===== src/rtl/dac_ddr_formatter.sv =====
// Multi-channel DAC sample formatter: maps channel pairs onto DDR rise/fall words,
// with midscale muting, clock-forwarding warm-up and underflow hold/counting.
module dac_ddr_formatter #(
    parameter int unsigned DATA_WIDTH    = 14,
    parameter int unsigned NUM_CH        = 2,
    parameter int unsigned OFFSET_BINARY = 0,
    parameter int unsigned WARMUP_CYCLES = 16
) (
    input  logic                                clk_in,
    input  logic                                rst_in,
    input  logic                                enable_in,
    input  logic                                mute_in,
    input  logic                                clr_stats_in,
    input  logic                                s_valid,
    output logic                                s_ready,
    input  logic [NUM_CH*DATA_WIDTH-1:0]        s_data,
    output logic [(NUM_CH/2)*DATA_WIDTH-1:0]    d_rise,
    output logic [(NUM_CH/2)*DATA_WIDTH-1:0]    d_fall,
    output logic                                dclk_en,
    output logic [1:0]                          state_out,
    output logic [15:0]                         underflow_cnt
);

    localparam int unsigned NUM_LANES = NUM_CH / 2;
    localparam int unsigned VEC_W     = NUM_CH * DATA_WIDTH;
    localparam int unsigned LANE_W    = NUM_LANES * DATA_WIDTH;
    localparam int unsigned WCNT_W    = (WARMUP_CYCLES > 1) ? $clog2(WARMUP_CYCLES) : 1;

    localparam logic [DATA_WIDTH-1:0] MSB       = {1'b1, {(DATA_WIDTH-1){1'b0}}};
    localparam logic [DATA_WIDTH-1:0] MID       = (OFFSET_BINARY != 0) ? MSB : '0;
    localparam logic [LANE_W-1:0]     MID_LANES = {NUM_LANES{MID}};
    localparam logic [WCNT_W-1:0]     WARM_LAST = WCNT_W'(WARMUP_CYCLES - 1);

    typedef enum logic [1:0] {
        ST_OFF    = 2'd0,
        ST_WARMUP = 2'd1,
        ST_RUN    = 2'd2
    } state_t;

    state_t              state;
    logic [WCNT_W-1:0]   warm_cnt;
    logic [VEC_W-1:0]    stage1;
    logic                stage1_mute;
    logic [LANE_W-1:0]   rise_c;
    logic [LANE_W-1:0]   fall_c;
    logic                xfer;

    assign s_ready   = (state == ST_RUN);
    assign state_out = 2'(state);
    assign xfer      = s_valid & s_ready;

    // Stage1 holds raw two's complement; zero formats to MID in either mode.
    always_comb begin
        rise_c = MID_LANES;
        fall_c = MID_LANES;
        for (int k = 0; k < int'(NUM_LANES); k++) begin
            if (!stage1_mute) begin
                rise_c[k*DATA_WIDTH +: DATA_WIDTH] =
                    stage1[(2*k)*DATA_WIDTH +: DATA_WIDTH] ^ ((OFFSET_BINARY != 0) ? MSB : '0);
                fall_c[k*DATA_WIDTH +: DATA_WIDTH] =
                    stage1[(2*k+1)*DATA_WIDTH +: DATA_WIDTH] ^ ((OFFSET_BINARY != 0) ? MSB : '0);
            end
        end
    end

    // Sequencer and two-stage datapath; disable flushes both stages to midscale.
    always_ff @(posedge clk_in or negedge rst_in) begin
        if (!rst_in) begin
            state       <= ST_OFF;
            warm_cnt    <= '0;
            dclk_en     <= 1'b0;
            stage1      <= '0;
            stage1_mute <= 1'b0;
            d_rise      <= MID_LANES;
            d_fall      <= MID_LANES;
        end else if (!enable_in) begin
            state       <= ST_OFF;
            warm_cnt    <= '0;
            dclk_en     <= 1'b0;
            stage1      <= '0;
            stage1_mute <= 1'b0;
            d_rise      <= MID_LANES;
            d_fall      <= MID_LANES;
        end else begin
            case (state)
                ST_OFF: begin
                    state    <= ST_WARMUP;
                    warm_cnt <= '0;
                    dclk_en  <= 1'b1;
                end
                ST_WARMUP: begin
                    if (warm_cnt == WARM_LAST) begin
                        state <= ST_RUN;
                    end else begin
                        warm_cnt <= warm_cnt + WCNT_W'(1);
                    end
                end
                ST_RUN: begin
                    if (xfer) begin
                        stage1      <= s_data;
                        stage1_mute <= mute_in;
                    end
                    d_rise <= rise_c;
                    d_fall <= fall_c;
                end
                default: begin
                    state   <= ST_OFF;
                    dclk_en <= 1'b0;
                end
            endcase
        end
    end

    // Saturating count of RUN cycles without a sample; clear has priority.
    always_ff @(posedge clk_in or negedge rst_in) begin
        if (!rst_in) begin
            underflow_cnt <= '0;
        end else if (clr_stats_in) begin
            underflow_cnt <= '0;
        end else if ((state == ST_RUN) && !s_valid && (underflow_cnt != 16'hFFFF)) begin
            underflow_cnt <= underflow_cnt + 16'd1;
        end
    end

endmodule

===== config.mk =====
export PLATFORM = sky130hd
export DESIGN_NAME = dac_ddr_formatter
export DESIGN_NICKNAME = d
export VERILOG_FILES = /design/src/rtl/dac_ddr_formatter.sv
export SDC_FILE = /design/constraint.sdc
export NUM_CORES = 1
export LEC_CHECK = 0
export ABC_AREA = 1
export BUFFER_PORTS_ARGS = -buffer_cell sky130_fd_sc_hd__buf_2
export CAP_MARGIN = 20
export CORE_MARGIN = 3
export CORE_UTILIZATION = 54
export DETAILED_ROUTE_END_ITERATION = 8
export PLACE_DENSITY = 0.82
export SLEW_MARGIN = 20
export SYNTH_ARGS = -nofsm -noshare
export SYNTH_HDL_FRONTEND = slang
export SYNTH_SLANG_ARGS = --single-unit

===== constraint.sdc =====
create_clock -name clk_in -period 1.8 [get_ports clk_in]
set_clock_uncertainty 0.05 [all_clocks]
set_input_delay 0.36 -clock clk_in [delete_from_list [all_inputs] [get_ports clk_in]]
set_output_delay 0.36 -clock clk_in [all_outputs]
set_load 0.01 [all_outputs]

Yosys cells after proc, flatten, opt, wreduce, memory -nomap -nowiden. Cells that the tools add are included.

Multiplexer cells: 22. Reductions and logical operators: 9. Equal/unequal tests: 11. Bitwise operators: 1. $add $sub $neg: 2.

Operators by type and width (count): two-way mux 14 bit (6); two-way mux 28 bit (3); two-way mux 16 bit (2); adder 16 x 1 -> 16 bit, second input constant (1); inequality test 16 bit, second input constant (1); two-way mux 4 bit (2); one-hot mux 4 bit (2 select lines) (1); inequality test 3 bit, second input constant (2); one-hot mux 2 bit (3 select lines) (1); AND reduction 2 bit (3); adder 4 x 1 -> 4 bit, second input constant (1); equality test 4 bit, second input constant (1); two-way mux 1 bit (4); two-way mux 2 bit (2); inequality test 2 x 1 -> 1 bit, second input constant (2); inequality test 2 bit, second input constant (2); inequality test 3 x 1 -> 1 bit, second input constant (1); equality test 2 x 1 -> 1 bit, second input constant (1); equality test 2 bit, second input constant (1); logical AND 1 bit (2); zero test 2 bit (1); one-hot mux 1 bit (2 select lines) (1); nonzero test 2 bit (1); OR reduction 2 bit (1); 2 further kinds (2).

Register bits: 80. Input port bits: 34.

Depth between registers and ports, before layout. Gate-level depths: netlist of the first run.

Word-level depth: 5. Depth in mapped cells: 10. Mapped depth without buffers: 9.

Worst setup path after synthesis of the first run. Ideal clock, no wire load.

Path kind: reg-to-reg. From: reg state[0], in the netlist state_out[0]. To: reg underflow_cnt[2]. Period minus slack after synthesis: 1.715 ns. Data required time: 1.684 ns. Setup time: 0.066 ns. Cell stages (with the launch flop): 10. Arrival time: 1.599 ns. Slack: 0.085 ns. Cells stage by stage: dfrtp_1 inv_1 ha_1 inv_1 nor2_1 inv_1 nor2_4 buf_2 nand4_1 nand2_1.

Word-level cells in the longest chain between the ends: 4.

Ends and longest elaborated chain: from (decl) (RTL line 40) `state_t state;`; from (signal assigned) (RTL line 69) `state <= ST_OFF;`; from (signal assigned) (RTL line 77) `state <= ST_OFF;`; from (signal assigned) (RTL line 87) `state <= ST_WARMUP;`; equality test 2 bit; via s_ready (RTL line 15) `output logic s_ready,`; logical AND 1 bit (2 in series) (RTL line 120) `end else if ((state == ST_RUN) && !s_valid && (underflow_cnt != 16'hFFFF)) begin`; nonzero test 2 bit (no source line); to (signal assigned) (RTL line 121) `underflow_cnt <= underflow_cnt + 16'd1;`; to (decl) (RTL line 21) `output logic [15:0] underflow_cnt`.

The timed path passes the listed nets, and every way through them passes these cells. A chain may end at the register's enable or synchronous reset.

Worst setup path after layout of the first run.
From: reg state[0], in the netlist state_out[0]. To: out s_ready.

Word-level cells in the longest chain between the ends: 1.

Ends and longest elaborated chain: equality test 2 bit (RTL line 48) `assign s_ready = (state == ST_RUN);`; to (decl) (RTL line 15).

Every way passes these cells.

==> results.toml, run 1 <==
[drt]
wl_per_cell_um = 14.9
ant_nets = 0
routed-wl-met3_um = 680
wl_met2_um = 4220
drc = 0
viasPerCell = 5.54
vias = 3277
m1WireLength_um = 3770
drt_iter0_drc = 182
drt_pass1_iterations = 5
highest_layer = "met4"
route.final.wire_length_um = 8810

[worst_setup_path]
criticalPathCategory = "flop to output port"
critPathMaxFanout = 3
path_delay_family = "buffers and inverters"
crit_path_cell_trace = "inv_1, ha_1, buf_4, buf_2"
crit_end = "s_ready"
critPathCaptureType = "output port"
worstSetupStartpointType = "flop"
r2r_start = "underflow_cnt[1]"
cp.depth = 4
worst-path-buf-inv = 3
crit_required_ns = 1.39
ff2ff_path_depth = 10
cp.arrival_ns = 1.31
crit_start = "state_out[0]"
slowest_stage = "dfrtp_1"
slowest_delay_ns = 0.37
worstReg2RegEnd = "underflow_cnt[2]"
regToRegSetupSlack_ns = 0.11

[cells_and_area]
nets = 549
drive_above_1_share = 0.237
finalNonFillerCells = 591
n_antenna_cell = 0
area_growth_pct = 20.4
fillers = 518
utilization = 0.689
mostFrequentLayoutCells = "dfrtp_1, buf_2, nand3_1"

[power]
p_leak_nw = 2.30
power_mw = 4.20
ir_drop_uv = 528
powerDensity_mw_per_mm2 = 938

[timing]
final.min_clock_period_ns = 1.72
hold_viol = 0
slew_viol_final = 0
worst_pin_slew_ns = 0.524
finalWorstSetupSlack_ns = 0.0849
hold_slack_ns = 0.200
setup_violations = 0
max_freq_ghz = 0.583
slew_headroom = 0.650
period_share = 0.953

[global_routing]
grt_pass1_wl_um = 14900
grt_max_degree = 44
antenna_found_initial = 0
gr-usage-all-layers = 0.242
grt_pass1_vias = 3200
grt_overflow_total = 0

[floorplan]
die_area_mm2 = 0.00791
std_cell_rows = 29
start_util = 0.572
core_mm2 = 0.00649
die_w_um = 88.9
die-height_um = 88.9
ios = 82

[synthesis]
synth-edff-count = 0
synth_nets = 463
syn_avg_cell_area_um2 = 8.76
yosysWarningCount = 0
synth-async-reset-ratio = 1.00
synth_cell_types = 23
syn_area_mm2 = 0.00371
synth_cells = 424
ys_seq_area_frac = 0.539
synth_flop_cell = "dfrtp_1"
synth-seq-cells = 80

[outcome]
status = "complete, no violations"

[clock_network]
cts.root.buffer_cell = "clkbuf_8"
cts_tree = "built"
clock-sinks = 80
htreeDepth = 3
clk_transition_reported_paths_ns = 0.08
insertion_delay_ns = 0.34
cts_buffer_depth = 2
numCtsBuffers = 9

[job]
cap_viol_max_count = 0

[worst_hold_path]
hold_class = "primary input to flop"

[placed_design]
io_buffers = 81
gp_congestion = 0.927
place_hpwl_um = 5960
pre_cts_slack_ns = 0.0726
dpl.cell_count = 571
==> power by group <==
group,switching [mW],leakage (nW),internal (mW),total [mW]
Clock,0.634,0.0858,0.536,1.17
Sequential,0.0923,1.08,1.97,2.06
Combinational,0.627,1.13,0.337,0.964
==> synthesized netlist by cell type, types with 2 or more instances <==
cell type / number / area share
nand3b_1: 2 / 0.0040
nand3_1: 78 / 0.11
nand2_1: 70 / 0.071
nor2_4: 3 / 0.0091
nand4_1: 12 / 0.020
ha_1: 5 / 0.017
buf_2: 3 / 0.0040
buf_1: 8 / 0.0081
a21oi_1: 6 / 0.0081
clkbuf_1: 13 / 0.013
or2_2: 2 / 0.0034
xor2_1: 4 / 0.0094
nor2_1: 20 / 0.020
o21ai_0: 34 / 0.046
inv_1: 50 / 0.051
o31ai_1: 28 / 0.057
dfrtp_1: 80 / 0.54
==> metrics by stage <==
| stage | TNS [ns] | cell area [µm²] |
|---|---|---|
| after floorplan | 0 | 3710 |
| after global placement | 0 | 4240 |
| after detailed placement | 0 | 4240 |
| after CTS | 0 | 4430 |
| after global routing | -0.00183 | 4470 |
| final | 0 | 4470 |
==> kinds of logic after synthesis <==
| logic type | Yosys count | synth area share |
|---|---|---|
| simple gates | 191 | 0.243 |
| flops | 80 | 0.539 |
| buf+inv | 75 | 0.0788 |
| compound gates | 68 | 0.110 |
| fa+ha+maj | 5 | 0.0168 |
| xor+xnor | 4 | 0.00943 |
| mux | 1 | 0.00269 |
==> worst min path at each step <==
| stage | from | to | slack (ns) | cells past startpoint |
|---|---|---|---|---|
| after floorplan | rst_in | d_fall[0] | 0.01 | 0 |
| after global placement | rst_in | d_fall[11] | 0.25 | 1 |
| after detailed placement | rst_in | d_fall[11] | 0.25 | 1 |
| after CTS | s_data[14] | stage1[14] | 0.18 | 3 |
| after global routing | s_data[25] | stage1[25] | 0.19 | 3 |
| final | s_data[5] | stage1[5] | 0.20 | 3 |
==> tightest hold or removal path, delay by kind of cell <==
| family | cells | cell delay, ns |
|---|---|---|
| compound gates | 1 | 0.06 |
| buf+inv | 1 | 0.07 |
| simple gates | 1 | 0.06 |
==> final cells by class <==
type / instances / area [µm²] / share of cell area
Sequential cell: 80 / 2000 / 0.447
Multi-Input combinational cell: 270 / 1430 / 0.320
Timing Repair Buffer: 99 / 583 / 0.130
Inverter: 50 / 188 / 0.0419
Clock buffer: 11 / 141 / 0.0316
Tap cell: 77 / 96.3 / 0.0215
Clock inverter: 4 / 30.0 / 0.00671
==> flip-flops by register name, summed over array words and instances, names as in the netlist <==
name	flops
underflow_cnt	16
d_fall	14
stage1	28
warm_cnt	4
stage1_mute	1
state_out	2
d_rise	14
dclk_en	1
==> metal layers <==
| metal | GRT usage | up-vias |
|---|---|---|
| met3 | 0.0562 | 14 |
| li1 | - | 1595 |
| met2 | 0.384 | 109 |
| met5 | 0 | - |
| met4 | 0.104 | 0 |
| met1 | 0.322 | 1559 |
==> what timing repair did <==
item                       4_1_cts  5_1_grt
hold buffers                     1        0
setup buffers                    0        3
setup endpoints to repair        0       15
hold endpoints to repair        26        0
resized for setup                0        1
(Power assumes the default switching activity.)
==> run 2: changes to the inputs <==
--- a/config.mk
+++ b/config.mk
@@ -13,4 +13,6 @@
 export DETAILED_ROUTE_END_ITERATION = 8
 export PLACE_DENSITY = 0.82
+export RECOVER_POWER = 25
+export SETUP_SLACK_MARGIN = 0.2
 export SLEW_MARGIN = 20
 export SYNTH_ARGS = -nofsm -noshare
==> constraint.sdc (replaced) <==
create_clock -name clk_in -period 1.8 [get_ports clk_in]
set_clock_uncertainty 0.05 [all_clocks]
set_input_delay 0.27 -clock clk_in [delete_from_list [all_inputs] [get_ports clk_in]]
set_output_delay 0.27 -clock clk_in [all_outputs]
set_load 0.01 [all_outputs]
==> run 2 against run 1 <==
Critical path depth grew 7. Non-clock buffer count rose by 26. Sequential cell count did not move. Utilization up 5.0 points. Final cell count rose by 4.4%. Worst hold slack got worse by 0.092 ns. First-iteration DRC count is 7.7% lower. Clock power hardly changed. Highest routed layer unchanged.
==> results.toml, run 2 (same netlist as run 1, synthesis figures left out) <==
[power]
power.share.switching = 0.327
power.internal_mw = 2.95
p_leak_nw = 2.45
powerDensity_mw_per_mm2 = 913
seq_power_share = 0.475
clock_power_share = 0.269
pwr-share-comb = 0.256
ir_drop_uv = 599
power_switching_mw = 1.43

[cells_and_area]
top_regs = "stage1 (28), underflow_cnt (16)"
largest_reg_flops = 28
fillers = 474
multi_input_area_mm2 = 0.00153
top_register = "stage1"
mostFrequentLayoutCells = "buf_2, nand3_1, dfrtp_1"
area_growth_pct = 29.2
final_common_cell = "buf_2"
drive_above_1_share = 0.319
seq_area_mm2 = 0.00201
nets = 575
n_antenna_cell = 0

[clock_network]
cts_tree = "built"
clk_transition_reported_paths_ns = 0.08
clock-sinks = 80
insertion_delay_ns = 0.35
cts_buffer_depth = 2
htreeDepth = 3
cts.root.buffer_cell = "clkbuf_8"
numCtsBuffers = 9

[drt]
viasPerCell = 5.71
vias = 3523
drt_iter0_drc = 168
ant_nets = 0
route.final.wire_length_um = 9610
drc = 0
drt_pass1_iterations = 5
wl_per_cell_um = 15.6

[worst_setup_path]
worstSetupStartpointType = "flop"
worst-path-buf-inv = 2
cp.arrival_ns = 1.91
slowest_stage = "dfrtp_1"
crit_required_ns = 2.03
criticalPathCategory = "flop to flop"
critPathMaxFanout = 7
critPathCaptureType = "flop"
slowest_delay_ns = 0.41
path_common_cell = "nor2_4"
crit_path_cell_trace = "ha_4, nand2_4, nor2_4, nand2_2, nor2_4, nor2_4, buf_12, buf_12, nor2_8, nand2_1, nand2_1"
path_delay_family = "simple AND/OR/NAND/NOR gates"

[floorplan]
start_util = 0.572
die-height_um = 88.9
ios = 82
die_area_mm2 = 0.00791
core_mm2 = 0.00649
std_cell_rows = 29
die_w_um = 88.9

[global_routing]
grt_max_degree = 44
grt_overflow_total = 0
antenna_found_initial = 0
grt_pass1_vias = 3300
gr-usage-all-layers = 0.256
grt_pass1_wl_um = 15600

[timing]
worst_pin_slew_ns = 1.02
final.min_clock_period_ns = 1.68
slew_headroom = 0.317
slew_viol_final = 0
hold_slack_ns = 0.109
rsz0062_at_grt = "yes"
hold_viol = 0
setup_tns_ns = 0
setup_violations = 0
max_freq_ghz = 0.596
period_share = 0.932

[placed_design]
io_buffers = 81
place_hpwl_um = 6110
gp_congestion = 0.869

[worst_hold_path]
hold_class = "primary input to flop"

[job]
cap_viol_max_count = 0

[outcome]
status = "complete, no violations"
[run 2: cell count changes in the layout (fill, tap and decap cells not counted), moves of 2 or more]
cell	change
buf_4	+23
dfrtp_1	-6
dfrtp_2	+6
ha_1	-3
ha_4	+3
inv_1	-2
inv_2	+2
nand2_1	-6
nand2_2	+4
nand2_4	+2
nor2_1	-6
nor2_2	+4
nor2_4	+2
[run 2: power groups by stage]
stage / logic [mW] / registers [mW] / clock network [mW]
2_1_floorplan: 0.559 / 2.12 / 0
6_report: 1.12 / 2.08 / 1.18
5_1_grt: 1.24 / 2.10 / 1.27
4_1_cts: 1.08 / 2.08 / 1.20
3_5_place_dp: 0.978 / 2.12 / 0
3_3_place_gp: 0.946 / 2.11 / 0
[run 2: what timing repair did]
action                                  in CTS  in global routing
hold buffers                                 1                  0
buffers inserted                            16                 10
endpoints found under the hold margin       18                  0
resized for setup                           11                 18
pin swaps                                   10                 18
gates cloned                                 2                  0
endpoints found under the setup margin      18                 20
[run 2: per-layer routing]
metal	up-vias	share of wire	wire, µm	global-route usage
met5	-	0	0	0
met1	1708	0.43	4130	0.350
met3	21	0.066	636	0.0415
met2	146	0.49	4680	0.413
li1	1648	-	-	-
met4	0	0.017	165	0.100
[run 2: worst paths after layout]
kind / from / endpoint / slack, ns / cells past startpoint
setup reg to reg: underflow_cnt[1] / underflow_cnt[14] / 0.12 / 11
min in group asynchronous: rst_in / underflow_cnt[11] / 0.28 / 2
max in group asynchronous: rst_in / underflow_cnt[0] / 0.51 / 3
setup / recovery: underflow_cnt[1] / underflow_cnt[14] / 0.12 / 11
hold / removal: s_data[19] / stage1[19] / 0.11 / 3
hold reg to reg: warm_cnt[0] / warm_cnt[0] / 0.46 / 1
[run 2: worst min-delay path, cell delays in order]
cell     delay [ns]
buf_2          0.07
nand3_1        0.06
o21ai_0        0.06
[run 2: cell type report]
type                    instances  share of cell area
flip-flops and latches         80               0.419
multi-input cells             270               0.318
inverters                      50              0.0391
repair buffers                125               0.169
clock buffers                  11              0.0295
clock inverters                 4             0.00600
well taps                      77              0.0201
[run 2: per-stage QoR]
step	instance area [µm²]	instances	worst slack [ns]	utilization	total power, mW
6_report	4800	617	0.123	0.739	4.38
5_1_grt	4800	617	0.0449	0.739	4.61
3_5_place_dp	4290	573	0.0936	0.661	3.10
4_1_cts	4690	607	0.150	0.722	4.35
2_1_floorplan	3750	424	0.201	-	2.68
3_3_place_gp	4290	573	0.151	0.661	3.06
